==> src/rtl/pwm_multi_gen.sv <==
`timescale 1ns/1ps
`default_nettype none
// ============================================================================
// Module   : pwm_multi_gen
// Purpose  : Multi-channel PWM generator sharing one prescaled up-counter;
//            per-channel compare/mode registers are double-buffered.
// Revision : 1.0
// ============================================================================
module pwm_multi_gen #(
    parameter  int NCH  = 4,
    parameter  int CW   = 16,
    parameter  int PSW  = 8,
    localparam int SELW = (NCH > 1) ? $clog2(NCH) : 1
) (
    input  logic            clk,
    input  logic            rst_n,
    input  logic            en,
    input  logic [CW-1:0]   period,
    input  logic [PSW-1:0]  prescale,
    input  logic            ch_wr,
    input  logic [SELW-1:0] ch_sel,
    input  logic [CW-1:0]   ch_cmp1,
    input  logic [CW-1:0]   ch_cmp2,
    input  logic [1:0]      ch_mode,
    input  logic [NCH-1:0]  ch_en,
    output logic [CW-1:0]   count_val,
    output logic            period_tick,
    output logic [NCH-1:0]  pwm_out
);

    localparam logic [CW-1:0]  c_cnt_one    = CW'(1);
    localparam logic [PSW-1:0] c_psc_one    = PSW'(1);
    localparam logic [1:0]     c_mode_left  = 2'b00;
    localparam logic [1:0]     c_mode_right = 2'b01;
    localparam logic [1:0]     c_mode_range = 2'b10;

    logic [PSW-1:0] r_psc;
    logic [CW-1:0]  r_count;
    logic           r_tick;
    logic [NCH-1:0] r_pwm;
    logic [NCH-1:0] w_pwm_next;
    logic           w_adv;
    logic           w_top;
    logic           w_wrap;
    logic           w_load;

    assign w_adv  = (r_psc == prescale);
    // ">=" rather than "==" so a period lowered below the count still wraps
    assign w_top  = (r_count >= period);
    assign w_wrap = en & w_adv & w_top;
    assign w_load = ~en | w_wrap;

    always_ff @(posedge clk) begin
        if (!rst_n) begin
            r_psc   <= '0;
            r_count <= '0;
            r_tick  <= 1'b0;
        end else if (!en) begin
            r_psc   <= '0;
            r_tick  <= 1'b0;
        end else if (w_adv) begin
            r_psc <= '0;
            if (w_top) begin
                r_count <= '0;
                r_tick  <= 1'b1;
            end else begin
                r_count <= r_count + c_cnt_one;
                r_tick  <= 1'b0;
            end
        end else begin
            r_psc  <= r_psc + c_psc_one;
            r_tick <= 1'b0;
        end
    end

    for (genvar i = 0; i < NCH; i++) begin : g_ch
        logic [CW-1:0] r_shd_cmp1;
        logic [CW-1:0] r_shd_cmp2;
        logic [1:0]    r_shd_mode;
        logic [CW-1:0] r_act_cmp1;
        logic [CW-1:0] r_act_cmp2;
        logic [1:0]    r_act_mode;
        logic          w_sel;
        logic          w_level;

        assign w_sel = ch_wr & (ch_sel == SELW'(i));

        always_comb begin
            w_level = 1'b0;
            case (r_act_mode)
                c_mode_left:  w_level = (r_count < r_act_cmp1);
                c_mode_right: w_level = (r_count >= r_act_cmp1);
                c_mode_range: w_level = (r_count >= r_act_cmp1) && (r_count < r_act_cmp2);
                default:      w_level = !(r_count < r_act_cmp1);
            endcase
        end

        assign w_pwm_next[i] = en & ch_en[i] & w_level;

        // Active copies the pre-write shadow when a write lands on a wrap
        always_ff @(posedge clk) begin
            if (!rst_n) begin
                r_shd_cmp1 <= '0;
                r_shd_cmp2 <= '0;
                r_shd_mode <= 2'b00;
                r_act_cmp1 <= '0;
                r_act_cmp2 <= '0;
                r_act_mode <= 2'b00;
            end else begin
                if (w_sel) begin
                    r_shd_cmp1 <= ch_cmp1;
                    r_shd_cmp2 <= ch_cmp2;
                    r_shd_mode <= ch_mode;
                end
                if (w_load) begin
                    r_act_cmp1 <= r_shd_cmp1;
                    r_act_cmp2 <= r_shd_cmp2;
                    r_act_mode <= r_shd_mode;
                end
            end
        end
    end

    always_ff @(posedge clk) begin
        if (!rst_n) begin
            r_pwm <= '0;
        end else begin
            r_pwm <= w_pwm_next;
        end
    end

    assign count_val   = r_count;
    assign period_tick = r_tick;
    assign pwm_out     = r_pwm;

endmodule
`default_nettype wire
==> config.mk <==
export PLATFORM = sky130hd
export DESIGN_NAME = pwm_multi_gen
export DESIGN_NICKNAME = d
export VERILOG_FILES = /design/src/rtl/pwm_multi_gen.sv
export SDC_FILE = /design/constraint.sdc
export NUM_CORES = 1
export LEC_CHECK = 0
export ABC_CLOCK_PERIOD_IN_PS = 3600
export BUFFER_PORTS_ARGS = -buffer_cell sky130_fd_sc_hd__buf_2
export CORE_UTILIZATION = 45
export CTS_CLUSTER_DIAMETER = 200
export CTS_CLUSTER_SIZE = 20
export DETAILED_ROUTE_END_ITERATION = 12
export PLACE_DENSITY_LB_ADDON = 0.15
export RECOVER_POWER = 50
export REMOVE_ABC_BUFFERS = 1
export SLEW_MARGIN = 0
export SYNTH_ARGS = -nofsm -noshare
export SYNTH_HDL_FRONTEND = slang
export SYNTH_SLANG_ARGS = --single-unit
==> constraint.sdc <==
create_clock -name clk -period 3.6 [get_ports clk]
set_input_delay 0.54 -clock clk [delete_from_list [all_inputs] [get_ports clk]]
set_output_delay 0.54 -clock clk [all_outputs]
set_load 0.02 [all_outputs]
==> flow_metrics.tcl, run 1 <==
set metrics [dict create \
    run_status "finished with violations" \
    failing_checks "capacitance limit, slew limit" \
    grt_start_max_net_pins 217 \
    vias 16800 \
    biggest_area_consumer_among_synthesized_cells "sky130_fd_sc_hd__dfxtp_1" \
    post_route_setup_tns_ps 0 \
    drc_violations_left 0 \
    die_width_um 204 \
    worst_slack_ps 300 \
    achievable-frequency_mhz 303 \
    cts_inserted_buffers 19 \
    report.final.hold_viol_count 0 \
    antenna_left 0 \
    cts.sinks 301 \
    wl_per_cell_um 20.4 \
    dieArea_um2 41800 \
    r2r_cells 8 \
    synthesis.instances 2236 \
    dp.final_hpwl_um 34700 \
    power_leakage_nw 6.43 \
    via_cell_ratio 6.22 \
    coreArea_um2 40100 \
    cts_buffer_depth 3 \
    synth_enable_flop_cells 0 \
    timing.critical_path.from_type "flop" \
    synth.most_common_cell "sky130_fd_sc_hd__nand2_1" \
    crit_fanout 8 \
    std_cell_rows 73 \
    detailedPlace.worstSlack_ps 68.4 \
    replace_congestion 0.825 \
    clock_insertion_delay_worst_skew_ps 540 \
    layout.filler_cells 3934 \
    final_max_slew_viol_count 105 \
    setup-violations-final 0 \
    timing.max_cap.violations 3 \
    crit_path_end_kind "flop" \
    skew_ps 42.5 \
    syn-mean-instance-area_um2 8.25 \
    worst_hold_path.num_cells 3 \
    first_global_vias 15400 \
    vdd_ir_drop_max_mv 0.291 \
    initial_utilization_pct 46.0 \
    synthesis.yosys.warnings 0 \
    detail_route.iter0.violations 1524 \
    io_buffers 88 \
    worstMarginPinSlew_ps 2620 \
    routed_wl_um 55200 \
    synth_area_leaders "sky130_fd_sc_hd__dfxtp_1 (33%), sky130_fd_sc_hd__ha_1 (9.6%), sky130_fd_sc_hd__nand2_1 (9.1%)" \
    timing_worst_setup_path_type "reg2reg" \
    num-nets-final 2388 \
    min-delay-path-class "in2reg" \
    synth_ff_type "sky130_fd_sc_hd__dfxtp_1" \
    critical-path-max-stage-delay_ps 670 \
    grt_use_total_pct 26.1 \
    fin_crit_sh_pct 91.7 \
    layout.area.seq_um2 6030 \
    cts_tree "done" \
    areaGrowthSynthToFinish_pct 5.75 \
    path_clk_slew_ps 90 \
    layout_min_cycle_time_ps 3300 \
    grt_setup_unrepaired "false" \
    syn-cell-area_um2 18400 \
    antenna_found_initial 2 \
    max-slew-margin-rel_pct -74.8 \
    die_boundary_height_um 204 \
    synthTopCellsByCount "sky130_fd_sc_hd__nand2_1 (446), sky130_fd_sc_hd__dfxtp_1 (301), sky130_fd_sc_hd__a21oi_1 (182)" \
    drive_gt1_share_pct 9.96 \
    final_design_area_no_fill_um2 19500 \
    crit_path_cell_trace "buf_4, ha_1, a211oi_1, o21ai_0, a2111oi_1, o22ai_1, a221oi_1, a21oi_1" \
    io-pin-count 89 \
    yosys.area.top_type_share_pct 32.7 \
    yosys.cell_types.count 59 \
    gr-total-overflow 0 \
    critical-path-slowest-cell "sky130_fd_sc_hd__a2111oi_1" \
    dpl-instance-area_um2 19100 \
    cp_data_arrival_time_ps 3720 \
    p_per_area_nw_per_um2 331 \
    multiInputGateArea_um2 10800 \
    grt_pass1_wl_um 87000 \
    cts.htree.levels 1 \
    firstDrtPassIters 6 \
    post_cts_hold_buffer_count 0 \
    ys_async_sr_fraction_pct 0 \
    finalPower_w 0.00645 \
    worst-endpoint-required_ps 4020 \
    synth_seq_area_share_pct 32.7 \
    postSynthRegisterBits 301 \
    cts-root-buf "sky130_fd_sc_hd__clkbuf_16" \
]
final cells by class:
type | count | share of cell area (%)
diodes | 1 | 0.0128
clock buffers | 20 | 2.46
clock inverters | 1 | 0.103
inverters | 146 | 2.85
multi-input cells | 1573 | 55.5
flip-flops and latches | 301 | 30.9
well taps | 525 | 3.37
repair buffers | 137 | 4.84
metrics by stage:
| stage | hold slack [ps] | instances | utilization (%) |
|---|---|---|---|
| 4_1_cts | 261 | 2703 | 48.8 |
| 6_report | 270 | 2704 | 48.6 |
| 2_1_floorplan | 445 | 2020 | - |
| 3_5_place_dp | 456 | 2682 | 47.5 |
| 3_3_place_gp | 452 | 2682 | 47.5 |
| 5_1_grt | 268 | 2703 | 48.6 |
what timing repair did:
| action | 4_1_cts | 5_1_grt |
|---|---|---|
| resized for setup | 0 | 1 |
| endpoints found under the setup margin | 0 | 1 |
| buffers inserted | 0 | 0 |
cell usage in the layout (no fill, tap or decap), drive strengths merged, types with 12 or more instances in the layout:
| cell | n |
|---|---|
| nand3 | 25 |
| inv | 147 |
| clkbuf | 40 |
| buf | 117 |
| nand2 | 446 |
| a21o | 16 |
| a41oi | 137 |
| ha | 142 |
| xor2 | 13 |
| nand4 | 159 |
| o21ai | 21 |
| o311ai | 137 |
| xnor2 | 12 |
| nor3b | 139 |
| a21oi | 182 |
| nor3 | 15 |
| nor2 | 34 |
| dfxtp | 301 |
registers in the layout, summed over array words and instances (netlist names):
register	count
g_ch.r_act_cmp1	64
g_ch.r_act_mode	8
g_ch.r_shd_mode	8
g_ch.r_act_cmp2	64
count_val	16
pwm_out	4
r_psc	8
g_ch.r_shd_cmp2	64
g_ch.r_shd_cmp1	64
period_tick	1
power breakdown:
part / leakage (nW) / internal, W / switching, W
Clock: 0.245 / 0.000965 / 0.00122
Sequential: 2.44 / 0.00342 / 0.0000700
Combinational: 3.75 / 0.000237 / 0.000540
Total: 6.43 / 0.00462 / 0.00183
kinds of logic after synthesis:
logic type,Yosys count,share of synthesized area [%]
flip-flops,301,32.7
multiplexers,4,0.224
XOR/XNOR,25,1.19
AND/OR/NAND/NOR,867,23.8
buffers and inverters,362,8.79
AO/OA/AOI/OAI,535,23.7
adder cells (fa/ha/maj),142,9.63
worst paths after layout:
path                                      startpoint                             endpoint  slack, ps
hold / removal                           ch_cmp2[13]  g_ch[1].r_shd_cmp2[13]$_SDFFE_PN0P_        270
setup / recovery           count_val[5]$_SDFFE_PN0P_                pwm_out[2]$_SDFF_PN0_        300
setup reg to reg           count_val[5]$_SDFFE_PN0P_                pwm_out[2]$_SDFF_PN0_        300
hold reg to reg   g_ch[0].r_shd_cmp2[6]$_SDFFE_PN0P_   g_ch[0].r_shd_cmp2[6]$_SDFFE_PN0P_        470
critical path: cells and delay by family, from the launching register on:
kind	cells	cell delay [ps]
DFF	1	640
buffers and inverters	1	260
adders and majority gates	1	260
AOI/OAI and AO/OA	6	2010
routing by layer:
| metal | global-route usage (%) | vias up | wire length (um) |
|---|---|---|---|
| li1 | - | 8135 | - |
| met1 | 36.3 | 8156 | 25400 |
| met2 | 42.1 | 445 | 25300 |
| met3 | 2.95 | 74 | 3110 |
| met4 | 7.76 | 0 | 1360 |
| met5 | 0 | - | 0 |
No activity file was read; power rests on OpenSTA's default activity.
==> run 2, diff against run 1 <==
--- a/config.mk
+++ b/config.mk
@@ -5,7 +5,7 @@
 export SDC_FILE = /design/constraint.sdc
 export NUM_CORES = 1
 export LEC_CHECK = 0
-export ABC_CLOCK_PERIOD_IN_PS = 3600
+export ABC_CLOCK_PERIOD_IN_PS = 3100
 export BUFFER_PORTS_ARGS = -buffer_cell sky130_fd_sc_hd__buf_2
 export CORE_UTILIZATION = 45
 export CTS_CLUSTER_DIAMETER = 200
==> constraint.sdc (replaced) <==
create_clock -name clk -period 3.1 [get_ports clk]
set_input_delay 0.31 -clock clk [delete_from_list [all_inputs] [get_ports clk]]
set_output_delay 0.31 -clock clk [all_outputs]
set_load 0.02 [all_outputs]
==> run 2 against run 1 <==
  * The run still ends with capacitance limit, slew limit left
  * Final area rose by 0.77%
  * First-iteration DRC count fell by 9.0%
  * Routed wire length rose by 0.60%
  * Largest power group unchanged
  * Die area did not move
  * Setup slack got worse by 170 ps
  * Via count rose by 0.16%
  * Worst hold slack got worse by 230 ps
==> flow_metrics.tcl, run 2 (synthesized netlist as in run 1, its figures left out) <==
set metrics [dict create \
    run_status "finished with violations" \
    failing_checks "capacitance limit, slew limit" \
    crit_fanout 8 \
    cts_tree "done" \
    wl_per_cell_um 20.4 \
    initial_utilization_pct 46.0 \
    firstDrtPassIters 5 \
    antenna_found_initial 1 \
    replace_congestion 0.862 \
    grt_use_total_pct 26.1 \
    timing_worst_setup_path_type "reg2reg" \
    fin_crit_sh_pct 95.9 \
    layout_min_cycle_time_ps 2970 \
    die_boundary_height_um 204 \
    cp.buffers_inverters 0 \
    mostFrequentLayoutCell "sky130_fd_sc_hd__nand2_1" \
    timing.critical_path.from_type "flop" \
    path_clk_slew_ps 90 \
    areaGrowthSynthToFinish_pct 6.56 \
    antenna_left 0 \
    timing.max_cap.violations 4 \
    cts_inserted_buffers 19 \
    num_antenna_cells 0 \
    io_buffers 88 \
    post_cts_hold_buffer_count 0 \
    cts.htree.levels 1 \
    achievable-frequency_mhz 336 \
    cts-root-buf "sky130_fd_sc_hd__clkbuf_16" \
    cts.sinks 301 \
    power_leakage_nw 6.51 \
    detail_route.iter0.violations 1387 \
    die_width_um 204 \
    dp.final_hpwl_um 35500 \
    drc_violations_left 0 \
    cp_data_arrival_time_ps 3390 \
    report.final.hold_viol_count 0 \
    std_cell_rows 73 \
    grt_setup_unrepaired "false" \
    crit_path_cell_trace "ha_1, a211oi_1, o21ai_0, a2111oi_0, o22ai_1, a221oi_1, a21oi_1" \
    post_cts.resized_instances 0 \
    clock_insertion_delay_worst_skew_ps 530 \
    worst-endpoint-required_ps 3520 \
    worstMarginPinSlew_ps 2820 \
    setup-violations-final 0 \
    hold_slack_final_ps 43.8 \
    grt_pass1_wl_um 87200 \
    critical-path-slowest-cell "sky130_fd_sc_hd__a2111oi_0" \
    vdd_ir_drop_max_mv 0.258 \
    finalPower_w 0.00752 \
    layout_common_cells "sky130_fd_sc_hd__nand2_1 (446), sky130_fd_sc_hd__dfxtp_1 (301), sky130_fd_sc_hd__a21oi_1 (182)" \
    critPathTopFamily "compound AO/OA/AOI/OAI gates" \
    critical-path-max-stage-delay_ps 680 \
    setup_fix_bufs_post_cts 0 \
    num-nets-final 2400 \
    gr-total-overflow 0 \
    io-pin-count 89 \
    max-slew-margin-rel_pct -88.2 \
    coreArea_um2 40100 \
    cts_buffer_depth 3 \
    vias 16800 \
    final_max_slew_viol_count 140 \
    grt_start_max_net_pins 189 \
    post_route_setup_tns_ps 0 \
    min-delay-path-class "in2reg" \
    via_cell_ratio 6.20 \
    drive_gt1_share_pct 10.6 \
    dieArea_um2 41800 \
    p_per_area_nw_per_um2 382 \
    crit_path_end_kind "flop" \
    skew_ps 23.5 \
    routed_wl_um 55500 \
    layout.filler_cells 3864 \
    first_global_vias 15500 \
    postLayoutCoreUtil_pct 49.0 \
]
## run 2: cell types whose count changed in the layout (fill, tap and decap cells not counted), sizes merged
cell / before / now
clkbuf: 40 / 39
diode: 1 / 0
inv: 147 / 148
buf: 117 / 130
## run 2: routing by layer
metal / up-vias / track usage [%] / routed length [um]
met1: 8195 / 36.0 / 25800
met5: - / 0 / 0
li1: 8150 / - / -
met4: 0 / 6.34 / 1320
met2: 418 / 43.3 / 25600
met3: 74 / 2.97 / 2780
## run 2: path summary, 6_finish.rpt
kind / from / end / slack, ps / cells after the start
worst min register to register: g_ch[3].r_shd_cmp1[3]$_SDFFE_PN0P_ / g_ch[3].r_shd_cmp1[3]$_SDFFE_PN0P_ / 470 / 2
worst max-delay path: count_val[15]$_SDFFE_PN0P_ / pwm_out[2]$_SDFF_PN0_ / 130 / 7
worst min-delay path: ch_cmp2[5] / g_ch[2].r_shd_cmp2[5]$_SDFFE_PN0P_ / 40 / 3
worst max register to register: count_val[15]$_SDFFE_PN0P_ / pwm_out[2]$_SDFF_PN0_ / 130 / 7
## run 2: power by group
group          switching (W)  leakage (nW)  internal (W)
Combinational       0.000625          3.83      0.000283
Sequential         0.0000843          2.44       0.00397
Clock                0.00142         0.250       0.00113
## run 2: final cells by class
type                       count  area (um2)  share of cell area [%]
clock inverter                 2        28.8                   0.146
tap                          525         657                    3.34
clock buffer                  20         479                    2.44
sequential                   301        6030                    30.7
multi-input combinational   1573       10800                    55.1
inverter                     146         556                    2.83
timing repair buffer         149        1080                    5.51
## run 2: worst reg2reg max path, cell delays in order, from the launching register on
cell and delay, ps:
sky130_fd_sc_hd__dfxtp_1 600, sky130_fd_sc_hd__ha_1 350, sky130_fd_sc_hd__a211oi_1 310, sky130_fd_sc_hd__o21ai_0 220, sky130_fd_sc_hd__a2111oi_0 680, sky130_fd_sc_hd__o22ai_1 250, sky130_fd_sc_hd__a221oi_1 340, sky130_fd_sc_hd__a21oi_1 110
## run 2: through the flow
step,cells,setup WS [ps],instance area (um2)
global placement,2694,103,19200
finish,2716,126,19700
detailed placement,2694,124,19200
floorplan,2020,-8030,17400
global route,2716,21.4,19700
CTS,2716,112,19700
